--- src/rtl/gray_pkg.sv ---
// Shared types and helpers for the Gray sweep sequencer.
// Holds the FSM state encoding and a width-independent one-hot test.
package gray_pkg;

  typedef enum logic [1:0] {
    IDLE = 2'd0,
    RUN  = 2'd1,
    DONE = 2'd2
  } sweep_state_t;

  function automatic logic is_one_hot(input logic [31:0] v);
    return (v != 32'd0) && ((v & (v - 32'd1)) == 32'd0);
  endfunction

endpackage

--- src/rtl/gray_codE.sv ---
// Combinational binary-to-Gray converter.
// Pure logic so the Gray value tracks its binary input in the same cycle.
module gray_codE #(
  parameter int N = 4
) (
  input  logic [N-1:0] bin,
  output logic [N-1:0] gray
);

  assign gray = bin ^ (bin >> 1);

endmodule

--- src/rtl/gray_sweep_ctrl.sv ---
// Sweeps a binary range, streaming (binary, Gray) pairs over valid/ready.
// Adds transfer counting, stop/abort and a Gray adjacency checker.
module gray_sweep_ctrl
  import gray_pkg::*;
#(
  parameter int N  = 4,
  parameter int CW = 16
) (
  input  logic          clk,
  input  logic          rst,
  input  logic          start,
  input  logic          stop,
  input  logic          dir,
  input  logic          wrap,
  input  logic [N-1:0]  lo,
  input  logic [N-1:0]  hi,
  input  logic          out_ready,
  output logic          out_valid,
  output logic [N-1:0]  out_bin,
  output logic [N-1:0]  out_gray,
  output logic          busy,
  output logic          done,
  output logic          range_err,
  output logic          adj_err,
  output logic [CW-1:0] xfer_cnt
);

  sweep_state_t state, state_nxt;

  logic [N-1:0] cnt;
  logic [N-1:0] lo_r;
  logic [N-1:0] hi_r;
  logic         dir_r;
  logic         wrap_r;
  logic [N-1:0] prev_gray;
  logic         prev_vld;

  logic         xfer;
  logic         at_term;
  logic         full_rng;
  logic [N-1:0] diff;
  logic         adj_ok;

  gray_codE #(.N(N)) u_gray (
    .bin  (cnt),
    .gray (out_gray)
  );

  assign out_bin  = cnt;
  assign xfer     = (state == RUN) && out_ready;
  assign at_term  = dir_r ? (cnt == lo_r) : (cnt == hi_r);
  assign full_rng = (lo_r == '0) && (hi_r == '1);
  assign diff     = out_gray ^ prev_gray;
  assign adj_ok   = is_one_hot(32'(diff));

  always_ff @(posedge clk or posedge rst) begin
    if (rst) state <= IDLE;
    else     state <= state_nxt;
  end

  always_comb begin
    state_nxt = state;
    case (state)
      IDLE: begin
        if (start) state_nxt = (lo > hi) ? DONE : RUN;
      end
      RUN: begin
        if (stop)
          state_nxt = IDLE;
        else if (xfer && at_term && !wrap_r)
          state_nxt = DONE;
      end
      DONE:    state_nxt = IDLE;
      default: state_nxt = IDLE;
    endcase
  end

  always_comb begin
    out_valid = 1'b0;
    busy      = 1'b0;
    done      = 1'b0;
    case (state)
      RUN: begin
        out_valid = 1'b1;
        busy      = 1'b1;
      end
      DONE:    done = 1'b1;
      default: ;
    endcase
  end

  always_ff @(posedge clk or posedge rst) begin
    if (rst) begin
      cnt       <= '0;
      lo_r      <= '0;
      hi_r      <= '0;
      dir_r     <= 1'b0;
      wrap_r    <= 1'b0;
      range_err <= 1'b0;
      adj_err   <= 1'b0;
      xfer_cnt  <= '0;
      prev_gray <= '0;
      prev_vld  <= 1'b0;
    end else if (state == IDLE && start) begin
      lo_r      <= lo;
      hi_r      <= hi;
      dir_r     <= dir;
      wrap_r    <= wrap;
      adj_err   <= 1'b0;
      xfer_cnt  <= '0;
      prev_vld  <= 1'b0;
      range_err <= (lo > hi);
      if (lo <= hi) cnt <= dir ? hi : lo;
    end else if (xfer) begin
      if (xfer_cnt != '1) xfer_cnt <= xfer_cnt + CW'(1);
      if (prev_vld && !adj_ok) adj_err <= 1'b1;
      prev_gray <= out_gray;
      prev_vld  <= 1'b1;
      if (!at_term) begin
        cnt <= dir_r ? cnt - N'(1) : cnt + N'(1);
      end else if (wrap_r) begin
        cnt <= dir_r ? hi_r : lo_r;
        // a partial-range reload is a deliberate jump, so skip its check
        if (!full_rng) prev_vld <= 1'b0;
      end
    end
  end

endmodule

--- config.mk ---
export PLATFORM = sky130hd
export DESIGN_NAME = gray_sweep_ctrl
export DESIGN_NICKNAME = d
export VERILOG_FILES = /design/src/rtl/gray_pkg.sv /design/src/rtl/gray_codE.sv /design/src/rtl/gray_sweep_ctrl.sv
export SDC_FILE = /design/constraint.sdc
export NUM_CORES = 1
export LEC_CHECK = 0
export ABC_AREA = 1
export CAP_MARGIN = 20
export CORE_ASPECT_RATIO = 0.5
export CORE_UTILIZATION = 55
export DETAILED_ROUTE_END_ITERATION = 6
export PLACE_DENSITY_LB_ADDON = 0.08
export SLEW_MARGIN = 30
export SYNTH_ARGS = -nofsm -noshare
export SYNTH_HDL_FRONTEND = slang
export SYNTH_SLANG_ARGS = --single-unit
--- constraint.sdc ---
create_clock -name clk -period 5 [get_ports clk]
set_input_delay 1 -clock clk [delete_from_list [all_inputs] [get_ports clk]]
set_output_delay 1 -clock clk [all_outputs]
set_load 0.005 [all_outputs]
Yosys cells after proc, flatten, opt, wreduce, memory -nomap -nowiden
Index checks and enable logic that the tools add are counted.
{"block": "op_classes", "n_addsub": 4, "order_cmp": 2, "eq_ne": 10, "n_mux": 27, "bitwise": 4, "reduce_logical": 21}
{"cell": "2-to-1 mux 16 bit", "count": 3}
{"cell": "AND 4 x 32 -> 32 bit", "count": 1}
{"cell": "logical NOT 32 bit", "count": 1}
{"cell": "2-to-1 mux 4 bit", "count": 8}
{"cell": "adder 16 x 1 -> 16 bit, second input constant", "count": 1}
{"cell": "inequality test 16 bit, second input constant", "count": 1}
{"cell": "2-to-1 mux 1 bit", "count": 11}
{"cell": "== test 4 bit", "count": 2}
{"cell": "2-to-1 mux 2 bit", "count": 4}
{"cell": "AND reduction 2 bit", "count": 4}
{"cell": "logical AND 1 bit", "count": 7}
{"cell": "inequality test 3 x 2 -> 1 bit, second input constant", "count": 2}
{"cell": "nonzero test 2 bit", "count": 3}
{"cell": "subtractor 4 x 1 -> 5 bit, second input constant", "count": 1}
{"cell": "adder 4 x 1 -> 4 bit, second input constant", "count": 1}
{"cell": "== test 4 bit, second input constant", "count": 1}
{"cell": "greater-than comparator 4 bit", "count": 1}
{"cell": "<= comparator 4 bit", "count": 1}
{"cell": "logical NOT 4 bit", "count": 1}
{"cell": "case mux 2 bit (2 select lines)", "count": 1}
{"cell": "nonzero test 4 bit", "count": 1}
{"cell": "subtractor 4 x 1 -> 4 bit, second input constant", "count": 1}
{"cell": "XOR 4 x 3 -> 4 bit", "count": 1}
{"cell": "XOR 4 bit", "count": 1}
{"cell": "8 further kinds", "count": 9}
{"block": "word_totals", "register_bits": 39, "inputBits": 15, "word_cells": 79}

Longest topological paths before layout
{"block": "depth", "ltp_word": 11, "depth_mapped": 13}

By module
Synthesis repeated with hierarchy kept, for this count alone.
{"block": "unflattened", "cells_unflattened": 362, "hier_area_um2": 2751.4}
{"mod": "gray_sweep_ctrl", "instances": 1, "cells_per_inst": 348, "area_per_inst_um2": 2695.1, "seq_area_each_um2": 975.9}
{"mod": "gray_codE", "instances": 1, "cells_per_inst": 14, "area_per_inst_um2": 56.3, "seq_area_each_um2": 0.0}

Least setup slack after synthesis
No wires, ideal clock.
{"block": "synth_path", "path_kind": "input to register", "from": "input port hi[1]", "to": "register state[0]", "setup_ns": 0.124, "arrival_ns": 2.083, "required_time_ns": 4.876, "setup_slack_ns": 2.793, "cell_stages": 10, "path_buffers": 0, "path_cell_list": "inv_1 -> ha_1 -> inv_1 -> nor2_1 -> nor2_1 -> o21ai_0 -> o21ai_0 -> nand2_1 -> inv_1 -> or2_1"}
{"block": "synth_via", "elab_chain_len": 4}
{"item": "start: declaration", "line": "gray_sweep_ctrl.sv:16", "source": "input logic [N-1:0] hi,"}
{"item": "greater-than comparator 4 bit", "line": "gray_sweep_ctrl.sv:65", "source": "if (start) state_nxt = (lo > hi) ? DONE : RUN;"}
{"item": "2-to-1 mux 2 bit (2 in series)", "line": "gray_sweep_ctrl.sv:65"}
{"item": "case mux 2 bit (2 select lines)", "line": "gray_sweep_ctrl.sv:63", "source": "case (state)"}
{"item": "end signal: assignment", "line": "gray_sweep_ctrl.sv:58", "source": "else state <= state_nxt;"}
{"item": "end: declaration", "line": "gray_sweep_ctrl.sv:28", "source": "sweep_state_t state, state_nxt;"}
Every way passes these cells. The select of a mux whose other input is x is not followed.
A chain may end at the register's enable or synchronous reset.

Final worst setup path
{"block": "layout_path", "from": "register cnt[1], in the netlist out_bin[1]", "to": "output port out_gray[0]"}
{"block": "layout_via", "elab_chain_len": 1}
{"item": "start: declaration", "line": "gray_sweep_ctrl.sv:30", "source": "logic [N-1:0] cnt;"}
{"item": "start signal: assignment", "line": "gray_sweep_ctrl.sv:113", "source": "if (lo <= hi) cnt <= dir ? hi : lo;"}
{"item": "start signal: assignment", "line": "gray_sweep_ctrl.sv:120", "source": "cnt <= dir_r ? cnt - N'(1) : cnt + N'(1);"}
{"item": "start signal: assignment", "line": "gray_sweep_ctrl.sv:122", "source": "cnt <= dir_r ? hi_r : lo_r;"}
{"item": "XOR 4 x 3 -> 4 bit", "line": "gray_codE.sv:10", "source": "assign gray = bin ^ (bin >> 1);"}
{"item": "end: declaration", "line": "gray_sweep_ctrl.sv:20", "source": "output logic [N-1:0] out_gray,"}
Every way passes these cells.

==> results_dict.tcl <==
set metrics [dict create \
    drcViolationCount 0 \
    maxSlewHeadroom_pct 60.17 \
    yosysMostFrequentCell "nand2_1" \
    critPathCaptureType "primary output" \
    finalSetupTns_ns 0 \
    grt_pass1_wl_um 10790 \
    slew_viol_final 0 \
    arrival_ns 1.68 \
    ys_types 35 \
    drive_above_1_share_pct 8.738 \
    cts_setup_buffers 0 \
    path_cells "inv_1 -> nand2_1 -> nand2_2 -> clkdlybuf4s50_1" \
    cts-buffers-inserted 5 \
    clkSinkCount 39 \
    viasPerCell 5.224 \
    path_delay_family "buffers and inverters" \
    status "finished clean" \
    die_w_um 100.6 \
    yosysTopAreaCellShare_pct 36.52 \
    place_hpwl_um 4643 \
    finalClockSkew_ns 0.004060 \
    final_cells 478 \
    ys_warn_count 0 \
    gp_congestion 0.8445 \
    ys_seq_area_share_pct 36.52 \
    cap_violations 0 \
    cts-htree-levels 2 \
    hold_buffers 0 \
    syn_nets 394 \
    numPortBuffers 43 \
    root_buffer "clkbuf_8" \
    placementRows 17 \
    powerDensity_nw_per_um2 571.6 \
    synth_area_um2 2673 \
    cts-resized-gates 0 \
    clockBufferDepth 2 \
    cp_max_fo 8 \
    finalSetupViolCount 0 \
    dr.pass1.iters 4 \
    rsz0062_at_grt "false" \
    die_area_um2 5159 \
    reg2reg_depth 8 \
    io-pin-count 44 \
    track_usage_pct 27.05 \
    grt_max_degree 40 \
    cts_tree "done" \
    synthTopCellsByArea "dfrtp_1 (37%), nand2_1 (15%), nand3_1 (6.4%), inv_1 (5.9%), o21ai_0 (5.2%)" \
    worst_ep_required_time_ns 4.00 \
    synthFlopType "dfrtp_1" \
    hold_viol_final 0 \
    synth_cells 371 \
    whs_path_depth 2 \
    ant_nets 0 \
    antenna_found_initial 0 \
    finalCritPeriodShare_pct 53.54 \
    path_clk_slew_ns 0.07 \
    cpMaxStageDelayCell "clkdlybuf4s50_1" \
    min_period_ns 2.677 \
    dr.first_iter.drc_count 135 \
    final_nets 434 \
    path_depth 4 \
    synthArstFlopShare_pct 100.0 \
    wl_per_cell_um 12.83 \
    placed_cells 470 \
    dieHeight_um 51.29 \
    vias 2497 \
    synth_common_cells "nand2_1 (105), inv_1 (42), dfrtp_1 (39)" \
    syn_area_per_cell_um2 7.204 \
    core_area_um2 4531 \
    area_growth_pct 19.80 \
    tightest_slew_ns 0.5968 \
    path_buf_inv 2 \
    start_kind "flop" \
    clk_latency_ns 0.29 \
    postRouteWirelength_um 6133 \
    overflow 0 \
    yosysTopAreaCell "dfrtp_1" \
    final_area_um2 3202 \
    synth_edf_count 0 \
    hp-class "reg2reg" \
    crit_path_max_incr_delay_ns 0.51 \
    ir_drop_mv 0.2300 \
    initial_core_util_pct 58.99 \
    max_freq_ghz 0.3736 \
    synth-seq-cells 39 \
    antenna_cells 0 \
    crit_type "reg2out" \
    grt_pass1_vias 2429 \
    leakagePower_uw 0.001500 \
    placed_area_um2 3120 \
]
-- cells in the final DEF (no fill, tap or decap), types with 2 or more instances in the layout --
cell type | synthesis | final
nand2_1 | 105 | 105
clkdlybuf4s50_1 | 0 | 43
inv_1 | 42 | 42
dfrtp_1 | 39 | 39
nand3_1 | 34 | 34
o21ai_0 | 28 | 28
nor2_1 | 21 | 21
nand4_1 | 11 | 11
a21oi_1 | 9 | 9
nand2_2 | 8 | 8
nor3_1 | 8 | 8
o21ai_1 | 7 | 7
ha_1 | 7 | 7
xor2_1 | 6 | 6
xnor2_1 | 5 | 5
clkbuf_8 | 0 | 5
inv_2 | 4 | 4
nor2_2 | 4 | 4
nand3_2 | 3 | 3
o31ai_1 | 3 | 3
nor2_4 | 2 | 2
nand2_4 | 2 | 2
nand3b_1 | 2 | 2
clkbuf_1 | 2 | 2
buf_4 | 4 | 2
-- per-stage QoR --
stage	total power [uW]	utilization (%)	setup WS [ns]	hold slack [ns]
after floorplan	1310	-	2.793	0.4719
after global placement	1594	68.88	2.144	0.4954
after detailed placement	1620	68.88	2.103	0.4919
after CTS	1833	70.67	2.303	0.5105
after global routing	2003	70.67	2.218	0.5572
final	1830	70.67	2.323	0.5164
-- metal layers --
metal	vias up	track usage (%)	part of all wire [%]
met5	-	0	0
met4	0	8.937	1.3
met3	11	4.788	4.0
met2	58	44.86	45
met1	1146	36.29	49
li1	1282	-	-
-- sequential cells by signal (all words and copies together) (netlist names) --
register   cells
hi_r           4
prev_gray      4
range_err      1
lo_r           4
prev_vld       1
adj_err        1
dir_r          1
xfer_cnt      16
out_bin        4
state          2
wrap_r         1
-- area by class of cell --
type / count / area (um^2)
flip-flops and latches: 39 / 975.9
clock inverters: 1 / 5.005
multi-input cells: 274 / 1444
inverters: 46 / 172.7
repair buffers: 45 / 445.4
clock buffers: 7 / 76.32
fillers: 376 / 1329
well taps: 66 / 82.58
-- path summary, 6_finish.rpt --
path	startpoint	to	slack, ns
setup / recovery	out_bin[1]$_DFFE_PP0P_	out_gray[0]	2.32
hold / removal	prev_gray[3]$_DFFE_PP0P_	prev_gray[3]$_DFFE_PP0P_	0.52
setup reg to reg	xfer_cnt[0]$_DFFE_PP0P_	xfer_cnt[6]$_DFFE_PP0P_	2.86
hold reg to reg	prev_gray[3]$_DFFE_PP0P_	prev_gray[3]$_DFFE_PP0P_	0.52
max in group asynchronous	rst	lo_r[0]$_DFFE_PP0P_	3.53
min in group asynchronous	rst	state[0]$_DFFE_PP0P_	1.14
-- power breakdown --
| part | total [uW] | internal (uW) | leakage (uW) | switching (uW) |
|---|---|---|---|---|
| sequential | 574 | 426 | 0.000508 | 148 |
| combinational | 1050 | 441 | 0.000950 | 608 |
| clock | 207 | 97.9 | 0.0000422 | 109 |
-- cells by family after synthesis --
group                      synth area share [%]
adders and majority gates                 4.026
AOI/OAI and AO/OA                         10.25
and+or+nand+nor                           36.14
xor gates and xnor gates                  3.605
DFF                                       36.52
buffers and inverters                     9.457
-- worst min-delay path, delay by kind of cell (launching register included) --
kind / cells / cell delay, ns
flip-flops: 1 / 0.37
AND/OR/NAND/NOR: 1 / 0.06
AO/OA/AOI/OAI: 1 / 0.06
Note: power is estimated with default switching activity, not from simulation.
==> edit 1, RTL diff (config.mk and constraints unchanged) <==
The 3 states of `sweep_state_t` get a one-hot encoding in 3 bits.
--- a/src/rtl/gray_pkg.sv
+++ b/src/rtl/gray_pkg.sv
@@ -2,10 +2,10 @@
 // Holds the FSM state encoding and a width-independent one-hot test.
 package gray_pkg;
 
-  typedef enum logic [1:0] {
-    IDLE = 2'd0,
-    RUN  = 2'd1,
-    DONE = 2'd2
+  typedef enum logic [2:0] {
+    IDLE = 3'b001,
+    RUN  = 3'b010,
+    DONE = 3'b100
   } sweep_state_t;
 
   function automatic logic is_one_hot(input logic [31:0] v);
Formal check against the unedited RTL: no difference found for any inputs over 4 cycles, from zero or initial values and one cycle with rst high; so few cycles prove little.
==> edit 1 against the unedited design <==
Clock power rose by 16%; first-iteration DRC count fell by 19%; area after synthesis rose by 4.3%; via count fell by 0.36%; setup slack got worse by 0.16 ns; routed wire length rose by 2.6%; global-route usage fell by 0.089 points; register-to-register slack barely moved; sequential cell count rose by 1; power rose by 7.2%; cell area rose by 3.8%; highest routed layer unchanged.
==> edit 1: results (changes against the unedited design) <==
[run_status]
run_status = completed  ; unchanged

[global_route]
grt.total_usage = 0.270  ; about the same
grt_pass1_wl_um = 10700  ; was 10800 um
first_global_vias = 2403  ; was 2429

[critical_path]
critical_path.startpoint = start  ; was out_bin[1]$_DFFE_PP0P_
critical_path.top_delay_family = buffers and inverters  ; unchanged
cp_data_arrival_time_ns = 3.04  ; was 1.68 ns
slowest_stage = o21ai_4  ; was clkdlybuf4s50_1
r2r_cells = 9  ; was 8
end_kind = register  ; was output port
reg2reg_from = state[2]$_DFFE_PP0P_  ; was xfer_cnt[0]$_DFFE_PP0P_
cp-start-kind = input pin  ; was register
critPathMaxFanout = 29  ; was 8
slowest_delay_ns = 0.45  ; was 0.51 ns
r2r-end = xfer_cnt[1]$_DFFE_PP0P_  ; was xfer_cnt[6]$_DFFE_PP0P_

[sta]
tns_ns = 0  ; unchanged
skew_ns = 0.0103  ; was 0.00406 ns
max_slew.worst_pin.slew_ns = 0.563  ; was 0.597 ns
clock.fmax_mhz = 352  ; was 374 MHz

[power_and_ir_drop]
seq-power_mw = 0.632  ; was 0.574 mW
max-vdd-ir-drop_uv = 263  ; was 230 uV
p_leak_nw = 1.55  ; was 1.50 nW
p_clk_frac = 0.123  ; was 0.113
powerClk_mw = 0.241  ; was 0.207 mW
p_sw_mw = 0.907  ; was 0.865 mW

[final_layout]
multi_input_area_sq_um = 1530  ; was 1440 sq um
drive_gt1_frac = 0.123  ; was 0.0874
fillers = 384  ; was 376

[yosys]
syn_inst = 358  ; was 371
synth.distinct_cells = 41  ; was 35
ys_top_cells_by_area = dfrtp_1, nand2_1, nand3_1, inv_1, xor2_1  ; was dfrtp_1, nand2_1, nand3_1, inv_1, o21ai_0
synthesis.nets = 381  ; was 394
ys_seq_area_frac = 0.360  ; was 0.365
synth_common_cells = nand2_1, dfrtp_1, inv_1  ; was nand2_1, inv_1, dfrtp_1

[route]
viasPerCell = 5.34  ; was 5.22
vias = 2488  ; was 2497
wl_per_cell_um = 13.5  ; was 12.8 um
drt-pass1-iter-count = 4  ; unchanged
first_iter_violations = 110  ; was 135

[placed_design]
place_ws_ns = 1.86  ; was 2.10 ns
gp_congestion = 0.933  ; was 0.845
place_inst = 458  ; was 470
dp_hpwl_um = 4730  ; was 4640 um
placed_cell_area_sq_um = 3220  ; was 3120 sq um

[clock_network]
cts_buffers = 5  ; unchanged
clkLatencyLatePin_ns = 0.31  ; was 0.29 ns
cts_resized = 0  ; unchanged
cts_buffer_depth = 2  ; unchanged

==> edit 1: cell types whose count changed after synthesis, sizes merged, moves of 2 or more <==
cell,before,now
a21oi,9,11
a22oi,0,3
clkbuf,4,2
inv,46,43
nand2,115,103
nand3,37,35
nand4,11,8
nor3,9,7
o31ai,3,0
or2,2,0
xnor2,5,3
xor2,6,15
==> edit 1: metal layers <==
layer / track usage / vias up / part of all wire
met3: 0.0747 / 10 / 0.053
met4: 0.0952 / 0 / 0.017
li1: - / 1248 / -
met5: 0 / - / 0
met1: 0.336 / 1162 / 0.47
met2: 0.453 / 68 / 0.46
==> edit 1: cells by family after synthesis <==
logic type	count (synthesis)	synth area share
DFF	40	0.360
buffers and inverters	53	0.0907
adders and majority gates	8	0.0386
and+or+nand+nor	184	0.333
AOI/OAI and AO/OA	55	0.122
xor gates and xnor gates	18	0.0566
==> edit 1: worst min-delay path by stage <==
stage / from / to / slack, ns / cells after the start
floorplan: prev_gray[3]$_DFFE_PP0P_ / prev_gray[3]$_DFFE_PP0P_ / 0.47 / 2
global placement: range_err$_DFFE_PP0P_ / range_err$_DFFE_PP0P_ / 0.48 / 1
detailed placement: range_err$_DFFE_PP0P_ / range_err$_DFFE_PP0P_ / 0.49 / 1
CTS: range_err$_DFFE_PP0P_ / range_err$_DFFE_PP0P_ / 0.51 / 1
global route: range_err$_DFFE_PP0P_ / range_err$_DFFE_PP0P_ / 0.53 / 1
finish: range_err$_DFFE_PP0P_ / range_err$_DFFE_PP0P_ / 0.50 / 1
==> edit 1: cell type report <==
| cell class | count | share of cell area |
|---|---|---|
| Multi-Input combinational cell | 265 | 0.461 |
| Sequential cell | 40 | 0.302 |
| Timing Repair Buffer | 44 | 0.132 |
| Inverter | 43 | 0.0501 |
| Clock buffer | 8 | 0.0301 |
| Tap cell | 66 | 0.0249 |
==> edit 2, RTL diff (config.mk and constraints unchanged) <==
Made on the original files. `N` is set to 4 in 2 places; all go to 3.
--- a/src/rtl/gray_codE.sv
+++ b/src/rtl/gray_codE.sv
@@ -1,7 +1,7 @@
 // Combinational binary-to-Gray converter.
 // Pure logic so the Gray value tracks its binary input in the same cycle.
 module gray_codE #(
-  parameter int N = 4
+  parameter int N = 3
 ) (
   input  logic [N-1:0] bin,
   output logic [N-1:0] gray
--- a/src/rtl/gray_sweep_ctrl.sv
+++ b/src/rtl/gray_sweep_ctrl.sv
@@ -3,7 +3,7 @@
 module gray_sweep_ctrl
   import gray_pkg::*;
 #(
-  parameter int N  = 4,
+  parameter int N  = 3,
   parameter int CW = 16
 ) (
   input  logic          clk,
Ports: changed (resized hi, lo, out_bin and out_gray); port bits go from 44 to 40. The function was not compared with the original's and may differ.
==> edit 2 against the unedited design <==
Routed wire length is 18% lower; register-to-register slack worse by 0.32 ns; cell area is 13% lower; power is 22% lower; critical path depth is 3 higher; critical endpoint is now out_bin[0]$_DFFE_PP0P_; highest routed layer unchanged; sequential cell count is 4 lower; setup slack worse by 0.47 ns; area after synthesis is 14% lower; fmax is 15% lower.
==> edit 2: results (changes against the unedited design) <==
[placed_design]
placed_cell_area_sq_um = 2690  ; was 3120 sq um
gp_congestion = 0.822  ; was 0.845
portBuffers = 39  ; was 43
place_ws_ns = 1.64  ; was 2.10 ns

[sta]
min_period_over_period = 0.629  ; was 0.535
hold_ws_ns = 0.521  ; was 0.516 ns

[yosys]
synth-adder-area-share = 0.0305  ; was 0.0403
synth_common_cells = nand2_1, inv_1, dfrtp_1  ; unchanged
synth_xor_area_frac = 0.0305  ; was 0.0360
avgSynthCellArea_sq_um = 7.21  ; was 7.20 sq um
synth.distinct_cells = 33  ; was 35
ys_top_cells_by_area = dfrtp_1, nand2_1, nand3_1, inv_1, nor2_1  ; was dfrtp_1, nand2_1, nand3_1, inv_1, o21ai_0

[power_and_ir_drop]
p_comb_frac = 0.513  ; was 0.573
p_per_area_nw_per_um2 = 512  ; was 572 nW/um^2
max-vdd-ir-drop_uv = 280  ; was 230 uV

[critical_path]
ff2ff_setup_slack_ns = 2.54  ; was 2.86 ns
slowest_delay_ns = 0.72  ; was 0.51 ns
cp-endpoint = out_bin[0]$_DFFE_PP0P_  ; was out_gray[0]

[run_status]
run_status = completed  ; unchanged

[final_layout]
drive_gt1_frac = 0.0922  ; was 0.0874

[global_route]
first_global_vias = 1860  ; was 2429
grt.total_usage = 0.240  ; was 0.270
grt_use_met2 = 0.449  ; about the same

[route]
routed_wl_um = 5050  ; was 6130 um
wl_met3_um = 250  ; was 244 um
wl_met1_um = 2360  ; was 3030 um
met2_length_um = 2430  ; was 2780 um

edit 2: worst min-delay path by stage:
stage | from | to | cells past startpoint
after floorplan | prev_gray[2]$_DFFE_PP0P_ | prev_gray[2]$_DFFE_PP0P_ | 2
after global placement | prev_gray[2]$_DFFE_PP0P_ | prev_gray[2]$_DFFE_PP0P_ | 2
after detailed placement | range_err$_DFFE_PP0P_ | range_err$_DFFE_PP0P_ | 1
after CTS | prev_gray[2]$_DFFE_PP0P_ | prev_gray[2]$_DFFE_PP0P_ | 2
after global routing | prev_gray[2]$_DFFE_PP0P_ | prev_gray[2]$_DFFE_PP0P_ | 2
final | prev_gray[2]$_DFFE_PP0P_ | prev_gray[2]$_DFFE_PP0P_ | 2
edit 2: area by class of cell:
| cell class | count | area share |
|---|---|---|
| tap | 54 | 0.0244 |
| sequential | 35 | 0.316 |
| clock inverter | 2 | 0.00451 |
| timing repair buffer | 40 | 0.143 |
| inverter | 39 | 0.0528 |
| clock buffer | 6 | 0.0262 |
| multi-input combinational | 236 | 0.433 |
